--- config.mk ---
export PLATFORM = sky130hd
export DESIGN_NAME = poci_keys_irq_flat
export DESIGN_NICKNAME = d
export VERILOG_FILES = /design/src/rtl/poci_keys_irq_if.sv /design/src/rtl/poci_keys_irq.sv /design/src/flat_wrapper.sv
export SDC_FILE = /design/constraint.sdc
export NUM_CORES = 1
export LEC_CHECK = 0
export ABC_AREA = 1
export CORE_AREA = 2 2 156 158
export CTS_CLUSTER_DIAMETER = 30
export DETAILED_ROUTE_END_ITERATION = 7
export DIE_AREA = 0 0 158 160
export PLACE_DENSITY = 0.79
export SETUP_SLACK_MARGIN = 0.05
export SYNTH_ARGS = -nofsm -noshare
export SYNTH_HDL_FRONTEND = slang
export SYNTH_SLANG_ARGS = --single-unit
--- constraint.sdc ---
create_clock -name pclk -period 3.7 [get_ports pclk]
set_input_delay 0.555 -clock pclk [delete_from_list [all_inputs] [get_ports pclk]]
set_output_delay 0.555 -clock pclk [all_outputs]
set_load 0.02 [all_outputs]
--- src/rtl/poci_keys_irq_if.sv ---
// POCI peripheral bus: one bundle of request/response signals shared by
// the bus master and a peripheral slave.
interface if_poci #(
  parameter int unsigned AW = 32,
  parameter int unsigned DW = 32
);
  logic          psel;
  logic          penable;
  logic          pwrite;
  logic [AW-1:0] paddr;
  logic [DW-1:0] pwdata;
  logic [DW-1:0] prdata;
  logic          pready;
  logic          pslverr;

  modport master (
    output psel, penable, pwrite, paddr, pwdata,
    input  prdata, pready, pslverr
  );

  modport slave (
    input  psel, penable, pwrite, paddr, pwdata,
    output prdata, pready, pslverr
  );
endinterface

--- src/rtl/poci_keys_irq.sv ---
// POCI key/switch peripheral: synchronised and debounced inputs, sticky
// write-1-to-clear edge events and a maskable level interrupt.
module poci_keys_irq #(
  parameter int unsigned NKEY            = 4,
  parameter int unsigned NSW             = 10,
  parameter int unsigned SYNC_STAGES     = 2,
  parameter int unsigned DEBOUNCE_CYCLES = 50000,
  parameter bit          KEY_ACTIVE_LOW  = 1'b1
) (
  input  logic            pclk,
  input  logic            preset,
  if_poci.slave           bus,
  input  logic [NKEY-1:0] key,
  input  logic [NSW-1:0]  sw,
  output logic            irq
);

  localparam int unsigned NIN = NKEY + NSW;
  localparam int unsigned CW  = $clog2(DEBOUNCE_CYCLES) + 1;
  localparam logic [CW-1:0]  CNT_LAST = CW'(DEBOUNCE_CYCLES - 1);
  // Keys and switches share one pipeline: switches occupy the upper bits.
  localparam logic [NIN-1:0] IDLE     = {{NSW{1'b0}}, {NKEY{KEY_ACTIVE_LOW}}};

  localparam logic [11:0] ADDR_KEY     = 12'h000;
  localparam logic [11:0] ADDR_SW      = 12'h004;
  localparam logic [11:0] ADDR_KEY_EVT = 12'h008;
  localparam logic [11:0] ADDR_SW_EVT  = 12'h00C;
  localparam logic [11:0] ADDR_IRQ_EN  = 12'h010;

  logic [SYNC_STAGES-1:0][NIN-1:0] sync_q, sync_d;
  logic [NIN-1:0]                  db_q, db_d;
  logic [NIN-1:0][CW-1:0]          cnt_q, cnt_d;
  logic [NKEY-1:0]                 key_evt_q, key_evt_d;
  logic [NSW-1:0]                  sw_evt_q, sw_evt_d;
  logic [1:0]                      irq_en_q, irq_en_d;
  logic                            irq_q, irq_d;

  logic [NIN-1:0]  synced_c;
  logic [NIN-1:0]  chg_c;
  logic [NKEY-1:0] key_press_c;
  logic [11:0]     addr_c;
  logic            addr_ok_c;
  logic            wr_c;
  logic            rd_c;
  logic [31:0]     rdata_c;
  logic            unused_ok_c;

  assign synced_c    = sync_q[SYNC_STAGES-1];
  assign addr_c      = bus.paddr[11:0];
  assign unused_ok_c = ^{bus.pwdata, bus.paddr};

  // Debounce: a bit changes only after CNT_LAST+1 consecutive differing cycles.
  always_comb begin
    sync_d = {sync_q[SYNC_STAGES-2:0], sw, key};
    db_d   = db_q;
    cnt_d  = '0;
    chg_c  = '0;
    for (int i = 0; i < int'(NIN); i++) begin
      if (synced_c[i] != db_q[i]) begin
        if (cnt_q[i] == CNT_LAST) begin
          db_d[i]  = synced_c[i];
          chg_c[i] = 1'b1;
        end else begin
          cnt_d[i] = cnt_q[i] + CW'(1);
        end
      end
    end
    key_press_c = chg_c[NKEY-1:0] &
                  (KEY_ACTIVE_LOW ? ~db_d[NKEY-1:0] : db_d[NKEY-1:0]);
  end

  // Address decode and register read mux.
  always_comb begin
    addr_ok_c = 1'b0;
    rdata_c   = '0;
    case (addr_c)
      ADDR_KEY:     begin addr_ok_c = 1'b1; rdata_c = 32'(db_q[NKEY-1:0]);   end
      ADDR_SW:      begin addr_ok_c = 1'b1; rdata_c = 32'(db_q[NIN-1:NKEY]); end
      ADDR_KEY_EVT: begin addr_ok_c = 1'b1; rdata_c = 32'(key_evt_q);        end
      ADDR_SW_EVT:  begin addr_ok_c = 1'b1; rdata_c = 32'(sw_evt_q);         end
      ADDR_IRQ_EN:  begin addr_ok_c = 1'b1; rdata_c = 32'(irq_en_q);         end
      default:      begin addr_ok_c = 1'b0; rdata_c = '0;                    end
    endcase
    wr_c = bus.psel & bus.penable & bus.pwrite & addr_ok_c;
    rd_c = bus.psel & ~bus.pwrite & addr_ok_c;
    bus.prdata  = rd_c ? rdata_c : '0;
    bus.pslverr = bus.psel & bus.penable & ~addr_ok_c;
    bus.pready  = 1'b1;
  end

  // Event and enable registers; a new event beats a same-cycle clear.
  always_comb begin
    key_evt_d = key_evt_q;
    sw_evt_d  = sw_evt_q;
    irq_en_d  = irq_en_q;
    if (wr_c && (addr_c == ADDR_KEY_EVT)) begin
      key_evt_d = key_evt_q & ~bus.pwdata[NKEY-1:0];
    end
    if (wr_c && (addr_c == ADDR_SW_EVT)) begin
      sw_evt_d = sw_evt_q & ~bus.pwdata[NSW-1:0];
    end
    if (wr_c && (addr_c == ADDR_IRQ_EN)) begin
      irq_en_d = bus.pwdata[1:0];
    end
    key_evt_d = key_evt_d | key_press_c;
    sw_evt_d  = sw_evt_d | chg_c[NIN-1:NKEY];
    irq_d     = (irq_en_q[0] & (|key_evt_q)) | (irq_en_q[1] & (|sw_evt_q));
  end

  always_ff @(posedge pclk) begin
    if (preset) begin
      sync_q    <= {SYNC_STAGES{IDLE}};
      db_q      <= IDLE;
      cnt_q     <= '0;
      key_evt_q <= '0;
      sw_evt_q  <= '0;
      irq_en_q  <= '0;
      irq_q     <= 1'b0;
    end else begin
      sync_q    <= sync_d;
      db_q      <= db_d;
      cnt_q     <= cnt_d;
      key_evt_q <= key_evt_d;
      sw_evt_q  <= sw_evt_d;
      irq_en_q  <= irq_en_d;
      irq_q     <= irq_d;
    end
  end

  assign irq = irq_q;

endmodule

--- src/flat_wrapper.sv ---
// flat-port wrapper written by rule: the top's interface ports become plain ports
module poci_keys_irq_flat 
#(
  parameter int unsigned NKEY            = 4,
  parameter int unsigned NSW             = 10,
  parameter int unsigned SYNC_STAGES     = 2,
  parameter int unsigned DEBOUNCE_CYCLES = 50000,
  parameter bit          KEY_ACTIVE_LOW  = 1'b1
)
  (pclk, preset, key, sw, irq, bus_psel, bus_penable, bus_pwrite, bus_paddr, bus_pwdata, bus_prdata, bus_pready, bus_pslverr);
  if_poci bus_i ();
  input  logic pclk;
  input  logic preset;
  input  logic [NKEY-1:0] key;
  input  logic [NSW-1:0] sw;
  output logic irq;
  input wire logic [$bits(bus_i.psel)-1:0] bus_psel;
  input wire logic [$bits(bus_i.penable)-1:0] bus_penable;
  input wire logic [$bits(bus_i.pwrite)-1:0] bus_pwrite;
  input wire logic [$bits(bus_i.paddr)-1:0] bus_paddr;
  input wire logic [$bits(bus_i.pwdata)-1:0] bus_pwdata;
  output wire logic [$bits(bus_i.prdata)-1:0] bus_prdata;
  output wire logic [$bits(bus_i.pready)-1:0] bus_pready;
  output wire logic [$bits(bus_i.pslverr)-1:0] bus_pslverr;
  assign bus_i.psel = bus_psel;
  assign bus_i.penable = bus_penable;
  assign bus_i.pwrite = bus_pwrite;
  assign bus_i.paddr = bus_paddr;
  assign bus_i.pwdata = bus_pwdata;
  assign bus_prdata = bus_i.prdata;
  assign bus_pready = bus_i.pready;
  assign bus_pslverr = bus_i.pslverr;
  poci_keys_irq #(.NKEY(NKEY), .NSW(NSW), .SYNC_STAGES(SYNC_STAGES), .DEBOUNCE_CYCLES(DEBOUNCE_CYCLES), .KEY_ACTIVE_LOW(KEY_ACTIVE_LOW)) u_core (.pclk(pclk), .preset(preset), .bus(bus_i), .key(key), .sw(sw), .irq(irq));
endmodule
## Yosys cells after proc, flatten, opt, wreduce, memory -nomap -nowiden

Cells that the tools add are included.

| word-level totals | value |
|---|---|
| flip-flop bits (word level) | 297 |
| bits of input ports | 83 |
| output and inout port bits | 35 |
| logic and storage cells | 182 |

| operators by class | value |
|---|---|
| add/subtract/negate cells | 14 |
| equality and inequality tests | 32 |
| muxes and demuxes | 41 |
| bitwise operators | 33 |
| reductions and logical operators | 31 |

Operator list:

| kind | count |
|---|---|
| $add 17x1->17 const B | 14 |
| $eq 17x16->1 const B | 14 |
| $pmux 10 s5 | 1 |
| $reduce_or 3->1 | 14 |
| $mux 1 | 37 |
| $eq 12x4->1 const B | 2 |
| $mux 10 | 2 |
| $reduce_and 2->1 | 10 |
| $not 1->1 | 16 |
| $ne 1x1->1 | 14 |
| $eq 12x3->1 const B | 1 |
| $eq 12x5->1 const B | 1 |
| $logic_not 12->1 | 1 |
| $and 10x10->10 | 1 |
| $not 10->10 | 1 |
| $or 10x10->10 | 1 |
| $reduce_or 10->1 | 1 |
| $and 1x1->1 | 8 |
| $and 4x4->4 | 2 |
| $not 4->4 | 2 |
| $reduce_or 5->1 | 1 |
| $mux 4 | 1 |
| $or 4x4->4 | 1 |
| $reduce_or 4->1 | 1 |
| other kinds (2) | 4 |

## Depth between registers and ports, before layout

Gate-level depths: netlist of run 1.

| depth | value |
|---|---|
| depth after elaboration | 7 |
| mapped depth | 11 |
| gate-level depth less buffers | 11 |

## Least setup slack after synthesis of run 1

OpenSTA, ideal clock, no wires.

| path | value |
|---|---|
| path kind | input to output |
| start | input bus_paddr[11] |
| end | output bus_prdata[3] |
| data arrival time | 1.755 ns |
| required time | 3.145 ns |
| slack | 1.390 ns |
| stages on the path | 9 |
| buffers on the path | 0 |
| cell sequence | nor2_1 nand2_2 nor2_4 nand2_1 inv_1 nand2_1 o21ai_0 a21oi_1 a21oi_1 |

| between the ends | value |
|---|---|
| cells in the longest elaborated chain, start to end | 5 |
| elaborated cells on any way between the ends | 10 |
| those cells by class | eq/ne: 4; mux: 3; bitwise: 1; reduce/logical: 2 |

RTL lines:

| what | line | RTL |
|---|---|---|
| start, declared | flat_wrapper.sv:20 | `input wire logic [$bits(bus_i.paddr)-1:0] bus_paddr;` |
| $eq 12x3->1 (tied with other cells) | poci_keys_irq.sv:76 | `case (addr_c)` |
| $reduce_or 5->1 (no line) | -- |  |
| $mux 1 | poci_keys_irq.sv:76 |  |
| $and 1x1->1 | poci_keys_irq.sv:85 | `rd_c = bus.psel & ~bus.pwrite & addr_ok_c;` |
| $mux 10 * | poci_keys_irq.sv:86 | `bus.prdata = rd_c ? rdata_c : '0;` |
| end, declared | flat_wrapper.sv:22 | `output wire logic [$bits(bus_i.prdata)-1:0] bus_prdata;` |

Mark *: on every way between the ends. The rest lies on a longest branch, timed or not.

## Worst setup path after layout of run 1

| path | value |
|---|---|
| start | input bus_paddr[1] |
| end | output bus_prdata[1] |

Same word-level chain as after synthesis.

==> impl_metrics.tcl, run 1 <==
set metrics [dict create \
    synth_top_area_frac 0.442 \
    seq_area_um2 5950 \
    pin_count 118 \
    hold_buffers 0 \
    synth_common_cells "dfxtp_1, nand2_1, nor2_1" \
    cts_resized 0 \
    cts_buffers 56 \
    synth_cells 1802 \
    die_area_um2 25300 \
    powerDensity_nw_per_um2 541 \
    vdd_drop_max_mv 0.487 \
    synth_edf_count 0 \
    setup_slack_ns 0.147 \
    worst_r2r_path_depth 9 \
    p_int_mw 6.88 \
    tightest_slew_ns 0.680 \
    endpoint_kind "output port" \
    reg2reg_from "u_core.cnt_q[102]" \
    antenna_found_initial 0 \
    drt_first_pass_iters 6 \
    grt_overflow 0 \
    clockPowerShare 0.615 \
    setup_viol 0 \
    fin_cells 2262 \
    cts-root-buf "clkbuf_16" \
    nets 1989 \
    clk_latency_ns 0.56 \
    timing.max_slew.rel_slack 0.543 \
    period_minus_slack_ns 3.55 \
    finClkSkew_ns 0.0238 \
    netSwitchingFraction 0.217 \
    syn_area_um2 13500 \
    cts_htree_levels 2 \
    regToRegSetupSlack_ns 1.73 \
    preCtsSetupSlack_ns 0.164 \
    dp.cells 2158 \
    power_mw 8.79 \
    grt_start_max_net_pins 38 \
    cp_max_fo 10 \
    worstPathRequired_ns 3.14 \
    clockBufferDepth 3 \
    post-synth-top-count-cell "dfxtp_1" \
    routed.top_layer "met4" \
    crit_end "bus_prdata[1]" \
    rsz0062_at_grt "false" \
    arrival_ns 3.00 \
    seq_area_frac_synth 0.442 \
    via_per_inst 5.10 \
    path_class "in2out" \
    clkSlewWorstSetupHoldPaths_ns 0.06 \
    numPortBuffers 52 \
    vias 11500 \
    slew_viol_final 0 \
    antenna_cells 0 \
    p_sw_mw 1.91 \
    grt_pass1_wl_um 47300 \
    gp_congestion 0.860 \
    cts_sinks 297 \
    wl_met2_um 13000 \
    route.met3.wl_um 1450 \
    area_growth_pct 20.8 \
    p_leak_nw 5.87 \
    wl_um 27500 \
    synth_top_area_cell "dfxtp_1" \
    yosysWarnings 0 \
    synth_area_leaders "dfxtp_1, nand2_1, nor2_1, inv_1, a21oi_1" \
    power_frac_seq 0.368 \
    synth.avg_cell_area_um2 7.47 \
    final_antenna_net_count 0 \
    drive_above_1_share 0.0939 \
    r2r-end "u_core.cnt_q[105]" \
    fin_setup_tns_ns 0 \
    dr.first_iter.drc_count 582 \
    startpoint_type "input pin" \
    post-route-period-util 0.960 \
    hold_class "reg2reg" \
    synthArstFlopShare 0 \
    status "completed" \
    n_fill_cell 1908 \
    die_w_um 158 \
    grt_pass1_vias 10900 \
    wl_per_cell_um 12.1 \
    grt_usage 0.221 \
    combPwrFrac 0.017 \
    cp-startpoint "bus_paddr[1]" \
    multiInputGateArea_um2 6390 \
    drc_errors 0 \
    wl_met1_um 12100 \
    dp_hpwl_um 19000 \
    rows 57 \
    synthFlopType "dfxtp_1" \
    core_um2 23800 \
    ys_ff_latch 297 \
    die_h_um 160 \
    cts_setup_buffers 0 \
    synth.distinct_cells 49 \
    clock.fmax_ghz 0.281 \
    cts_tree "yes" \
    start_util 0.565 \
    max_cap_violations 0 \
    hold_viol 0 \
]
[stage by stage]
stage	utilization	cell area, um^2	hold slack, ns
after floorplan	-	13500	0.388
after global placement	0.596	14200	0.390
after detailed placement	0.596	14200	0.394
after CTS	0.682	16300	0.392
after global routing	0.682	16300	0.412
final	0.682	16300	0.402
[cell families after synthesis]
group	after synthesis	synth area share
other	2	0.000558
XOR/XNOR	87	0.0566
adder cells (fa/ha/maj)	14	0.0130
AND/OR/NAND/NOR	937	0.326
buffers and inverters	286	0.0893
AO/OA/AOI/OAI	179	0.0729
flip-flops	297	0.442
[per-layer routing]
metal / track usage / vias up
met1: 0.277 / 5224
li1: - / 5982
met5: 0 / -
met3: 0.0456 / 65
met2: 0.367 / 264
met4: 0.0954 / 0
[power by group through the flow]
stage,combinational (mW),sequential [mW],clock (mW)
2_1_floorplan,0.104,3.29,0
3_3_place_gp,0.149,3.30,0
3_5_place_dp,0.150,3.30,0
4_1_cts,0.152,3.23,5.48
5_1_grt,0.168,3.23,5.67
6_report,0.152,3.23,5.40
[how the worst min path moves through the flow]
stage / startpoint / to / slack, ns / depth (start not counted)
CTS: preset / u_core.synced_c[4] / 0.39 / 2
global placement: u_core.sync_d[26] / u_core.synced_c[12] / 0.39 / 2
finish: u_core.sync_d[26] / u_core.synced_c[12] / 0.40 / 2
detailed placement: u_core.sync_d[14] / u_core.synced_c[0] / 0.39 / 1
floorplan: u_core.sync_d[24] / u_core.synced_c[10] / 0.39 / 2
global route: u_core.sync_d[26] / u_core.synced_c[12] / 0.41 / 2
[flip-flops by register name, summed over array words and instances, names as in the netlist]
register and count:
u_core.irq 1, u_core.irq_en_q 2, u_core.synced_c 14, u_core.db_q 14, u_core.sw_evt_q 10, u_core.key_evt_q 4, u_core.cnt_q 238, u_core.sync_d 14
[cell type report]
type,instances,area share
Inverter,240,0.0554
Clock buffer,68,0.0953
Sequential cell,297,0.366
Clock inverter,36,0.0312
Tap cell,324,0.0249
Timing Repair Buffer,57,0.0340
Multi-Input combinational cell,1240,0.393
[critical path, cell delays in order]
cell and delay (ns):
clkdlybuf4s50_1 0.44, nor2_4 0.21, nand3_2 0.12, nor2_4 0.15, o21ai_1 0.13, nand2_4 0.13, nand3_2 0.23, nor2_1 0.35
clkdlybuf4s50_1 0.68
[placed cells by master, fill, tap and decap left out, types with 5 or more instances in the layout]
cell type and n:
a211oi_1 6, a21oi_1 105, and3_1 5, buf_4 5
bufinv_16 8, clkbuf_16 58, clkbuf_8 6, clkdlybuf4s50_1 51
conb_1 23, dfxtp_1 297, ha_1 14, inv_1 237
inv_6 7, inv_8 7, nand2_1 294, nand2_2 6
nand3_1 81, nand3_2 5, nand4_1 54, nor2_1 294
nor2_2 12, nor2_4 7, nor3_1 75, nor3_2 9
nor3b_1 28, nor4_1 22, o211ai_1 5, o21a_1 7
o21ai_0 31, o21ai_1 12, or2_0 7, or2_2 24
xnor2_1 30, xor2_1 57
No activity file was read; power rests on OpenSTA's default activity.
==> run 2: changes to the inputs <==
- CORE_AREA: 2 2 156 158 -> 4 4 158 160
- DIE_AREA: 0 0 158 160 -> 0 0 162 164
==> run 2 against run 1 <==
Final cell count fell by 0.40%; register-to-register slack got worse by 0.06 ns; utilization rose by 0.92 points; wire length rose by 2.7%; first-iteration DRC count rose by 24%; clock power fell by 2%; sequential share of layout area rose by 0.16 points; sequential power barely moved; critical path type unchanged.
==> impl_metrics.tcl, run 2 (synthesis results as in run 1) <==
set metrics [dict create \
    tightest_slew_ns 0.688 \
    grt_overflow 0 \
    critPathBufInv 2 \
    fin_setup_tns_ns 0 \
    drive_above_1_share 0.0926 \
    cts-root-buf "clkbuf_16" \
    drc_errors 0 \
    via_per_inst 5.13 \
    cp_top_family "buffers and inverters" \
    die_h_um 164 \
    clockBufferDepth 3 \
    grt_pass1_wl_um 48700 \
    startpoint_type "input pin" \
    status "completed" \
    regToRegSetupSlack_ns 1.67 \
    area_growth_pct 20.3 \
    worstPathRequired_ns 3.14 \
    largest_register_ff_count 238 \
    die_area_um2 26600 \
    wl_per_cell_um 12.5 \
    dp_hpwl_um 18800 \
    n_fill_cell 1824 \
    slew_viol_final 0 \
    cts_buffers 53 \
    vias 11600 \
    cts_setup_buffers 0 \
    hold_end "u_core.synced_c[9]" \
    cts_tree "yes" \
    multiInputGateArea_um2 6390 \
    die_w_um 162 \
    worst_r2r_path_depth 9 \
    dp.cells 2153 \
    nets 1986 \
    vdd_drop_max_mv 0.466 \
    layout_commonest_cell "dfxtp_1" \
    clkSlewWorstSetupHoldPaths_ns 0.05 \
    finClkSkew_ns 0.00992 \
    hold_viol 0 \
    clk_latency_ns 0.55 \
    antenna_found_initial 0 \
    holdPathStages 2 \
    path_class "in2out" \
    cts_htree_levels 2 \
    wl_um 28200 \
    whs_ns 0.407 \
    drt_first_pass_iters 7 \
    hold_class "reg2reg" \
    fin_cells 2253 \
    crit_chain "clkdlybuf4s50_1, nor2_4, nand3_2, nor2_4, o21ai_1, nand2_4, nand3_2, a21oi_1, clkdlybuf4s50_1" \
    dr.first_iter.drc_count 723 \
    hold_buffers 0 \
    timing.max_slew.rel_slack 0.538 \
    regMostFlops "u_core.cnt_q" \
    power_mw 8.68 \
    grt_usage 0.213 \
    final_cell_mix "dfxtp_1, nor2_1, nand2_1" \
    arrival_ns 2.93 \
    period_minus_slack_ns 3.48 \
    seq_area_um2 5950 \
    gp_congestion 0.856 \
    rsz0062_at_grt "false" \
    numPortBuffers 52 \
    rows 56 \
    setup_viol 0 \
    clock.fmax_ghz 0.287 \
    grt_pass1_vias 11300 \
    cp_max_fo 10 \
    reg2reg_from "u_core.cnt_q[136]" \
    r2r-end "u_core.cnt_q[144]" \
    endpoint_kind "output port" \
    grt_start_max_net_pins 30 \
    cpMaxStageDelayCell "clkdlybuf4s50_1" \
    max_cap_violations 0 \
    start_util 0.575 \
    cts_resized 0 \
    cts_sinks 297 \
    pin_count 118 \
    powerDensity_nw_per_um2 536 \
    post-route-period-util 0.941 \
    p_leak_nw 5.83 \
    core_um2 23400 \
    slowest_delay_ns 0.68 \
    hp-start "u_core.sync_d[23]" \
    final_antenna_net_count 0 \
]
-- run 2: power by group --
| group | internal [mW] | total [mW] | leakage, nW | switching, mW |
|---|---|---|---|---|
| Clock | 3.61 | 5.30 | 0.963 | 1.69 |
| Sequential | 3.22 | 3.23 | 2.40 | 0.0101 |
| Combinational | 0.0583 | 0.151 | 2.47 | 0.0925 |
-- run 2: worst max path at each step --
stage,cells past startpoint,end,slack (ns),start
2_1_floorplan,9,bus_prdata[3],1.39,bus_paddr[11]
3_3_place_gp,9,bus_prdata[2],0.28,bus_paddr[1]
3_5_place_dp,9,bus_prdata[0],0.23,bus_paddr[1]
4_1_cts,9,bus_prdata[0],0.22,bus_paddr[1]
5_1_grt,9,bus_prdata[9],0.09,bus_paddr[1]
6_report,9,bus_prdata[0],0.22,bus_paddr[1]
-- run 2: tightest hold or removal path: stages (launching register included) --
cell	delay (ns)
dfxtp_1	0.29
inv_1	0.04
nor2_1	0.03
-- run 2: area by class of cell --
cell class / instances / area share
Sequential cell: 297 / 0.367
Clock inverter: 38 / 0.0337
Tap cell: 319 / 0.0247
Multi-Input combinational cell: 1240 / 0.395
Clock buffer: 61 / 0.0895
Timing Repair Buffer: 57 / 0.0342
Antenna cell: 1 / 0.000155
Inverter: 240 / 0.0557
-- run 2: metal layers --
metal | share of wire | up-vias | GRT usage
li1 | - | 5968 | -
met1 | 0.44 | 5294 | 0.260
met2 | 0.49 | 250 | 0.378
met3 | 0.045 | 50 | 0.0376
met4 | 0.023 | 0 | 0.0788
met5 | 0 | - | 0
-- run 2: through the flow --
stage | area, um^2 | setup slack [ns] | utilization
3_3_place_gp | 14200 | 0.275 | 0.606
3_5_place_dp | 14200 | 0.234 | 0.606
6_report | 16200 | 0.220 | 0.692
2_1_floorplan | 13500 | 1.39 | -
4_1_cts | 16200 | 0.223 | 0.692
5_1_grt | 16200 | 0.0883 | 0.692
==> run 3: changes to the inputs <==
- ABC_AREA: 1 -> 0
- CORE_AREA: 4 4 158 160 -> 4 4 156 158
- CTS_CLUSTER_SIZE: default -> 24
- DIE_AREA: 0 0 162 164 -> 0 0 160 162
- PLACE_DENSITY: 0.79 -> 0.8
- SKIP_LAST_GASP: default -> 1
==> run 3 against run 2 <==
Sequential cell count stayed put; synthesized area is 2.0% lower; final area is 2.8% lower; clock-buffer cell count is 4 higher; sequential share of layout area is 1.1 points higher; sequential power hardly changed; critical path depth is 1 lower; non-clock buffer count is 8 higher; combinational power is 12% higher; die area is 2.4% lower; first-iteration DRC count is 3.5% higher; critical path type unchanged; largest cell class unchanged.
==> impl_metrics.tcl, run 3 <==
set metrics [dict create \
    tightest_slew_ns 1.07 \
    largest_register_ff_count 238 \
    powerDensity_nw_per_um2 519 \
    cts_tree "yes" \
    wl_per_cell_um 14.4 \
    start_util 0.570 \
    clockBufferDepth 3 \
    gp_congestion 0.869 \
    period_minus_slack_ns 3.53 \
    post-synth-top-count-cell "nor2_1" \
    final_cell_mix "nor2_1, dfxtp_1, xnor2_1" \
    synth.distinct_cells 58 \
    drc_errors 0 \
    pin_count 118 \
    hold_class "in2reg" \
    ys_ff_latch 297 \
    die_w_um 160 \
    grt_pass1_wl_um 47100 \
    core_um2 23100 \
    path_class "in2out" \
    drt_first_pass_iters 8 \
    cts_htree_levels 2 \
    syn_area_um2 13200 \
    vdd_drop_max_mv 0.408 \
    finClkSkew_ns 0.0181 \
    status "completed" \
    die_area_um2 25900 \
    worstPathRequired_ns 3.14 \
    cts_buffers 54 \
    startpoint_type "input pin" \
    dr.first_iter.drc_count 748 \
    drive_above_1_share 0.0900 \
    seq_area_frac_synth 0.451 \
    cts_setup_buffers 0 \
    post-route-period-util 0.953 \
    p_leak_nw 4.91 \
    n_fill_cell 1757 \
    cp_max_fo 6 \
    synthFlopType "dfxtp_1" \
    timing.max_slew.rel_slack 0.285 \
    grt_start_max_net_pins 35 \
    synth_top_area_frac 0.451 \
    cp-startpoint "bus_paddr[0]" \
    fin_setup_tns_ns 0 \
    nets 1685 \
    antenna_found_initial 2 \
    vias 10700 \
    synth_common_cells "nor2_1, dfxtp_1, xnor2_1" \
    clk_latency_ns 0.56 \
    grt_usage 0.212 \
    hold_viol 0 \
    synthArstFlopShare 0 \
    cts_sinks 297 \
    regMostFlops "u_core.cnt_q" \
    synth_area_leaders "dfxtp_1, xnor2_1, nor2_1, nand3_1, nand4_1" \
    layout_commonest_cell "nor2_1" \
    arrival_ns 2.97 \
    dp.cells 1822 \
    slew_viol_final 0 \
    setup_viol 0 \
    grt_pass1_vias 10200 \
    synth_cells 1505 \
    grt_overflow 0 \
    area_growth_pct 19.3 \
    power_mw 8.17 \
    synth.avg_cell_area_um2 8.76 \
    wl_um 27700 \
    dp_hpwl_um 18400 \
    hp-start "preset" \
    rsz0062_at_grt "false" \
    clock.fmax_ghz 0.284 \
    fin_util 0.680 \
    synth_top_area_cell "dfxtp_1" \
    endpoint_kind "output port" \
    fin_cells 1924 \
    via_per_inst 5.58 \
    clkSlewWorstSetupHoldPaths_ns 0.06 \
    cts-root-buf "clkbuf_16" \
    die_h_um 162 \
    reg2reg_from "u_core.cnt_q[221]" \
    synth_edf_count 0 \
    max_cap_violations 0 \
    final_antenna_net_count 0 \
    numPortBuffers 52 \
    rows 56 \
    yosysWarnings 0 \
]
-- run 3: cell families (layout without fill, tap and decap cells) --
group | count (synthesis) | in the layout | share of synthesized area
xor gates and xnor gates | 212 | 212 | 0.141
other | 2 | 24 | 0.000569
adders and majority gates | 14 | 14 | 0.0133
and+or+nand+nor | 766 | 766 | 0.288
DFF | 297 | 297 | 0.451
buffers and inverters | 119 | 226 | 0.0434
AOI/OAI and AO/OA | 72 | 72 | 0.0442
muxes | 23 | 23 | 0.0194
-- run 3: final cells by class --
| type | count | area [um^2] | share of cell area |
|---|---|---|---|
| multi-input cells | 1110 | 6760 | 0.430 |
| flip-flops and latches | 297 | 5950 | 0.378 |
| clock buffers | 65 | 1450 | 0.0923 |
| repair buffers | 65 | 628 | 0.0399 |
| well taps | 290 | 363 | 0.0231 |
| clock inverters | 36 | 354 | 0.0225 |
| inverters | 60 | 225 | 0.0143 |
| diodes | 1 | 2.50 | 0.000159 |
-- run 3: power breakdown --
group          switching [mW]  internal [mW]  leakage [nW]
registers              0.0117           3.22          2.40
clock network            1.71           3.05         0.872
logic                  0.0996         0.0694          1.64
total                    1.82           6.34          4.91
-- run 3: what timing repair did --
action,4_1_cts,5_1_grt
hold buffers,0,0
resized for setup,0,6
setup endpoints to repair,0,6
-- run 3: through the flow --
stage | hold slack (ns) | cell area (um^2) | worst slack (ns)
2_1_floorplan | 0.389 | 13300 | 1.13
3_3_place_gp | 0.398 | 13900 | 0.0883
3_5_place_dp | 0.403 | 13900 | 0.0953
4_1_cts | 0.343 | 15700 | 0.0781
5_1_grt | 0.346 | 15700 | 0.0576
6_report | 0.362 | 15700 | 0.175
-- run 3: worst max-delay path, stage by stage --
cell	delay (ns)
clkdlybuf4s50_1	0.49
or4_1	0.56
nor3_1	0.19
buf_4	0.16
nand3_1	0.07
buf_4	0.20
nor2_1	0.12
clkdlybuf4s50_1	0.62
-- run 3: final timing paths --
kind,endpoint,slack [ns],depth (start not counted)
setup / recovery,bus_prdata[4],0.17,8
hold / removal,u_core.db_q[0],0.36,3
setup reg to reg,u_core.cnt_q[224],1.18,5
hold reg to reg,u_core.synced_c[3],0.41,1
-- run 3: routing by layer --
layer | global-route usage | up-vias | share of wire
met3 | 0.0403 | 68 | 0.054
met1 | 0.271 | 5023 | 0.44
li1 | - | 5360 | -
met2 | 0.354 | 280 | 0.47
met5 | 0 | - | 0.00047
met4 | 0.0864 | 2 | 0.031
==> RTL change 1 (config.mk and constraints of run 2) <==
Reset style: asynchronous (`preset`), changed in one clocked block.
--- a/src/rtl/poci_keys_irq.sv
+++ b/src/rtl/poci_keys_irq.sv
@@ -107,7 +107,7 @@
     irq_d     = (irq_en_q[0] & (|key_evt_q)) | (irq_en_q[1] & (|sw_evt_q));
   end
 
-  always_ff @(posedge pclk) begin
+  always_ff @(posedge pclk or posedge preset) begin
     if (preset) begin
       sync_q    <= {SYNC_STAGES{IDLE}};
       db_q      <= IDLE;
Check against the original RTL: differs if preset is asserted again (counterexample within 4 cycles, from zero or initial values and one cycle with preset high); with preset held inactive, the same outputs for 10 cycles.
==> RTL change 1 against run 2 <==
  * Sequential share of layout area increased by 3.0 points
  * Worst setup slack better by 88 ps
  * Power increased by 4.0%
  * Final area up 16%
  * Die area is the same
  * Hold slack lost 58 ps
  * Wire length rose by 33%
  * Sequential cell count did not move
  * Register-to-register slack improved by 70 ps
  * Highest routed layer unchanged
  * Synthesized area up 17%
  * Via count up 20%
==> RTL change 1: results (changes against run 2) <==
| Metric | Value |
|---|---|
| Status | `complete, no violations` |
| Number of buffers inserted during clock tree synthesis | `58 (+9.4%)` |
| CP max-delay cell | `clkdlybuf4s50_1` |
| GRT Total Usage | `28.7% (+7.4 points)` |
| Clk_lat worst skew | `580 ps (+30 ps)` |
| Critical Path Fanout Max | `10 (unchanged)` |
| Hold Crit Class | `reg -> reg` |
| FF-to-FF Start | `u_core.db_q[4]` |
| Reg2Reg Depth | `4 (-5)` |
| Fin Clk Skew | `26.1 ps (+16.2 ps)` |
| Vias in the first global route | `13,686 (+21%)` |
| Leakage dissipation | `0.00797 uW (+37%)` |
| Top cells by count, synth | `nor2_1 (416), nand2_1 (324), dfrtp_1 (285)` |
| Synth warn | `0 (unchanged)` |
| Worst Hold End | `u_core.synced_c[13]` |
| Post-synth cell types | `44 (-10%)` |
| Routed len/inst | `15.1 um (+21%)` |
| Reg-to-reg slack, setup | `1740 ps (+70 ps)` |
| Hold path startpoint | `u_core.sync_d[27]` |
| Max reg flops | `238 (unchanged)` |
| Placer Congestion | `0.928 (+8.4%)` |
| DRT iter0 DRCs | `1,170 (+62%)` |
| Detailed Route WL | `37,400 um (+33%)` |
| Synth Flop Type | `dfrtp_1` |
| Fraction of layout cells with a size suffix above 1 | `8.72% (-0.54 points)` |
| Critical path arrival | `2840 ps (-90 ps)` |
| Drt pass-1 iters | `8 (+1)` |
| Placed insts | `2,367 (+9.9%)` |
| Biggest register | `u_core.cnt_q` |
| Vias per cell | `5.61 (+9.3%)` |
| Max IR drop VDD | `0.506 mV (+8.5%)` |
| R2r endpoint | `u_core.cnt_q[80]` |
| N_diodes | `0 (-1)` |
| DP Area | `16,700 um^2 (+18%)` |
| Fraction of registers with async set/reset | `100% (+100 points)` |
| Pre-CTS setup slack | `293 ps (+58.9 ps)` |
| Largest net degree at the start of global routing | `84 (+180%)` |
| Clock transition at the registers of the reported paths | `50 ps (about the same)` |
| First-pass GRT wire length | `64,000 um (+31%)` |
| Crit path largest cell delay | `640 ps (-40 ps)` |
| CTS Root Cell | `clkbuf_16` |
| Top cells by area, synth | `dfrtp_1 (45%), nor2_1 (9.9%), nand2_1 (7.7%), inv_1 (5.8%), xor2_1 (5.0%)` |
| Hold path depth | `0 (-2)` |
| Worst-margin pin slew | `1010 ps (+326 ps)` |
| Post-CTS setup buffers | `0 (unchanged)` |
| Port bufs | `52 (unchanged)` |
| Syn avg cell area | `7.91 um^2 (+6.0%)` |
| Seq/Total Area, Yosys | `47.2% (+3.0 points)` |
| Layout net count | `2,205 (+11%)` |
| H-Tree Depth | `2 (unchanged)` |
| Final HPWL DP | `25,100 um (+34%)` |
| Max clock buf depth | `3 (unchanged)` |
-- RTL change 1: worst register-to-register path: cells and delay by family, from the launching register on --
family,cells,cell delay [ps]
flops,1,440
buf+inv,1,160
xor+xnor,1,830
simple gates,2,410
-- RTL change 1: logic make-up after synthesis --
| kind of cell | after synthesis | share of synthesized area, % |
|---|---|---|
| other | 2 | 0.0476 |
| AOI/OAI and AO/OA | 55 | 2.10 |
| xor gates and xnor gates | 120 | 6.66 |
| and+or+nand+nor | 1218 | 35.4 |
| DFF | 297 | 47.2 |
| adders and majority gates | 14 | 1.11 |
| buffers and inverters | 288 | 7.48 |
-- RTL change 1: how the worst max path moves through the flow --
| stage | start | endpoint | slack, ps | cells after the start |
|---|---|---|---|---|
| finish | bus_paddr[3] | bus_prdata[8] | 310 | 8 |
| global route | bus_paddr[4] | bus_prdata[8] | 160 | 9 |
| CTS | bus_paddr[4] | bus_prdata[8] | 290 | 9 |
| detailed placement | bus_paddr[7] | bus_prdata[6] | 290 | 9 |
| global placement | bus_paddr[7] | bus_prdata[8] | 350 | 9 |
| floorplan | preset | u_core.cnt_q[0] | -790 | 1 |
-- RTL change 1: routing by layer --
| layer | track usage, % | vias up | share of wire, % |
|---|---|---|---|
| met5 | 0 | - | 0 |
| met1 | 38.0 | 6654 | 42 |
| met3 | 4.59 | 84 | 6.0 |
| li1 | - | 6657 | - |
| met2 | 49.7 | 488 | 50 |
| met4 | 8.30 | 0 | 2.1 |
-- RTL change 1: cell type report --
type | instances | area [um^2]
sequential | 297 | 7450
multi-input combinational | 1430 | 7230
fill | 1591 | 4660
clock buffer | 75 | 1630
inverter | 256 | 965
timing repair buffer | 65 | 643
clock inverter | 33 | 435
tap | 319 | 399
-- RTL change 1: through the flow --
stage | TNS (ps) | hold slack, ps | total power (uW)
2_1_floorplan | -225240 | 331 | 3590
3_3_place_gp | 0 | 332 | 3680
3_5_place_dp | 0 | 336 | 3690
4_1_cts | 0 | 352 | 9090
5_1_grt | 0 | 354 | 9320
6_report | 0 | 348 | 9030
-- RTL change 1: power breakdown --
part	switching (uW)	leakage (uW)	internal [uW]
clock	1790	0.000993	3600
sequential	36.9	0.00395	3310
combinational	198	0.00302	92.8
==> RTL change 2 (flow settings as in run 2) <==
Made on the original files. `SYNC_STAGES` is set to 2 in 2 places; all go to 4.
--- a/src/rtl/poci_keys_irq.sv
+++ b/src/rtl/poci_keys_irq.sv
@@ -3,7 +3,7 @@
 module poci_keys_irq #(
   parameter int unsigned NKEY            = 4,
   parameter int unsigned NSW             = 10,
-  parameter int unsigned SYNC_STAGES     = 2,
+  parameter int unsigned SYNC_STAGES     = 4,
   parameter int unsigned DEBOUNCE_CYCLES = 50000,
   parameter bit          KEY_ACTIVE_LOW  = 1'b1
 ) (
--- a/src/flat_wrapper.sv
+++ b/src/flat_wrapper.sv
@@ -3,7 +3,7 @@
 #(
   parameter int unsigned NKEY            = 4,
   parameter int unsigned NSW             = 10,
-  parameter int unsigned SYNC_STAGES     = 2,
+  parameter int unsigned SYNC_STAGES     = 4,
   parameter int unsigned DEBOUNCE_CYCLES = 50000,
   parameter bit          KEY_ACTIVE_LOW  = 1'b1
 )
Behaviour: same outputs for any inputs over 10 cycles, from zero or initial values and one cycle with preset high; that may be too few to reach the edited logic, so the function may still have changed.
==> RTL change 2 against run 2 <==
  * The flow now finishes with violations (DRC)
  * Synthesized area rose by 6.6%
  * Maximum frequency fell by 4.1%
  * Cell count rose by 4.3%
  * Hold slack got worse by 7.2 ps
  * Sequential cell count rose by 28
  * Final area rose by 6.3%
  * Register-to-register slack improved by 100 ps
  * Wire length rose by 1.9%
  * Worst setup slack got worse by 150 ps
  * Power rose by 7.2%
  * Critical endpoint is now bus_prdata[4]
==> RTL change 2: results (changes against run 2) <==
| Metric | Value |
|---|---|
| Status | `finished with violations` |
| Violated checks | `DRC` |
| Worst-margin pin slew | `749 ps (+61.2 ps)` |
| Placed insts | `2,238 (+3.9%)` |
| Remaining DRCs | `1 (+1)` |
| N_diodes | `0 (-1)` |
| Pre-CTS setup slack | `53.9 ps (-180 ps)` |
| Reg-to-reg slack, setup | `1770 ps (+100 ps)` |
| Post-synthesis compound-gate area fraction | `6.40% (-0.89 points)` |
| Fill count | `1,757 (-3.7%)` |
| Total power | `9310 uW (+7.2%)` |
| Top cells by area, synth | `dfxtp_1 (45%), nor2_1 (8.2%), nand2_1 (7.9%), inv_1 (6.7%), xor2_1 (3.6%)` |
| Fin Clk Skew | `16.2 ps (+6.32 ps)` |
| Vias in the first global route | `11,391 (+0.90%)` |
| DRT iter0 DRCs | `808 (+12%)` |
| Clk pwr share | `60.5% (-0.5 points)` |
| Seq/Total Area, Yosys | `45.4% (+1.2 points)` |
| Post-route setup slack | `71.3 ps (-148 ps)` |
| Critical path arrival | `3070 ps (+140 ps)` |
| XOR/XNOR Fraction of Synth Area | `5.56% (-0.11 points)` |
| Number of buffers inserted during clock tree synthesis | `60 (+13%)` |
| Layout net count | `2,078 (+4.6%)` |
| Internal power | `7340 uW (+6.6%)` |
| Post-synthesis cell count | `1,890 (+4.9%)` |
| Worst setup path startpoint | `bus_paddr[11]` |
| Placer Congestion | `0.893 (+4.3%)` |
| Non-Filler Instances | `2,351 (+4.3%)` |
| First-pass GRT wire length | `49,100 um (+0.77%)` |
| Vias per cell | `5.04 (-1.8%)` |
| Fraction of layout cells with a size suffix above 1 | `11.0% (+1.7 points)` |
| Largest net degree at the start of global routing | `69 (+130%)` |
## RTL change 2: cell count changes in the layout (fill, tap and decap cells not counted), moves of 5 or more
cell       change
clkbuf_16      +6
nand2_1        +9
inv_6          +6
nor2_2         +6
inv_1         +19
nor2_1        +19
dfxtp_1       +28
nor3_1         -9
a21oi_1        -5
nand4_1       -11
or2_2         +13
## RTL change 2: kinds of logic after synthesis
logic type,count (synthesis)
other,2
xor gates and xnor gates,91
adders and majority gates,14
and+or+nand+nor,981
AOI/OAI and AO/OA,168
DFF,325
buffers and inverters,309
## RTL change 2: cell type report
type | instances | area (um^2) | area share (%)
Clock buffer | 72 | 1650 | 9.58
Clock inverter | 41 | 492 | 2.86
Inverter | 260 | 976 | 5.67
Multi-Input combinational cell | 1277 | 6620 | 38.5
Sequential cell | 325 | 6510 | 37.8
Tap cell | 319 | 399 | 2.32
Timing Repair Buffer | 57 | 561 | 3.26
## RTL change 2: stage by stage
step	util (%)	hold WS (ps)	cell area, um^2
after floorplan	-	388	14400
after global placement	64.3	389	15100
after detailed placement	64.3	392	15100
after CTS	73.5	398	17200
after global routing	73.5	406	17200
final	73.5	399	17200
## RTL change 2: repair_timing
action / 4_1_cts / 5_1_grt
setup endpoints to repair: 1 / 5
resized for setup: 1 / 2
endpoints found under the hold margin: 0 / 0
## RTL change 2: per-layer routing
metal / share of wire [%] / global-route usage [%] / vias up
met2: 48 / 37.9 / 242
li1: - / - / 6196
met4: 2.2 / 7.11 / 0
met5: 0 / 0 / -
met3: 5.0 / 4.09 / 59
met1: 44 / 26.6 / 5356
## RTL change 2: worst max-delay path, delay by kind of cell
family	cells	cell delay [ps]
AO/OA/AOI/OAI	2	490
buffers and inverters	2	1090
AND/OR/NAND/NOR	5	930
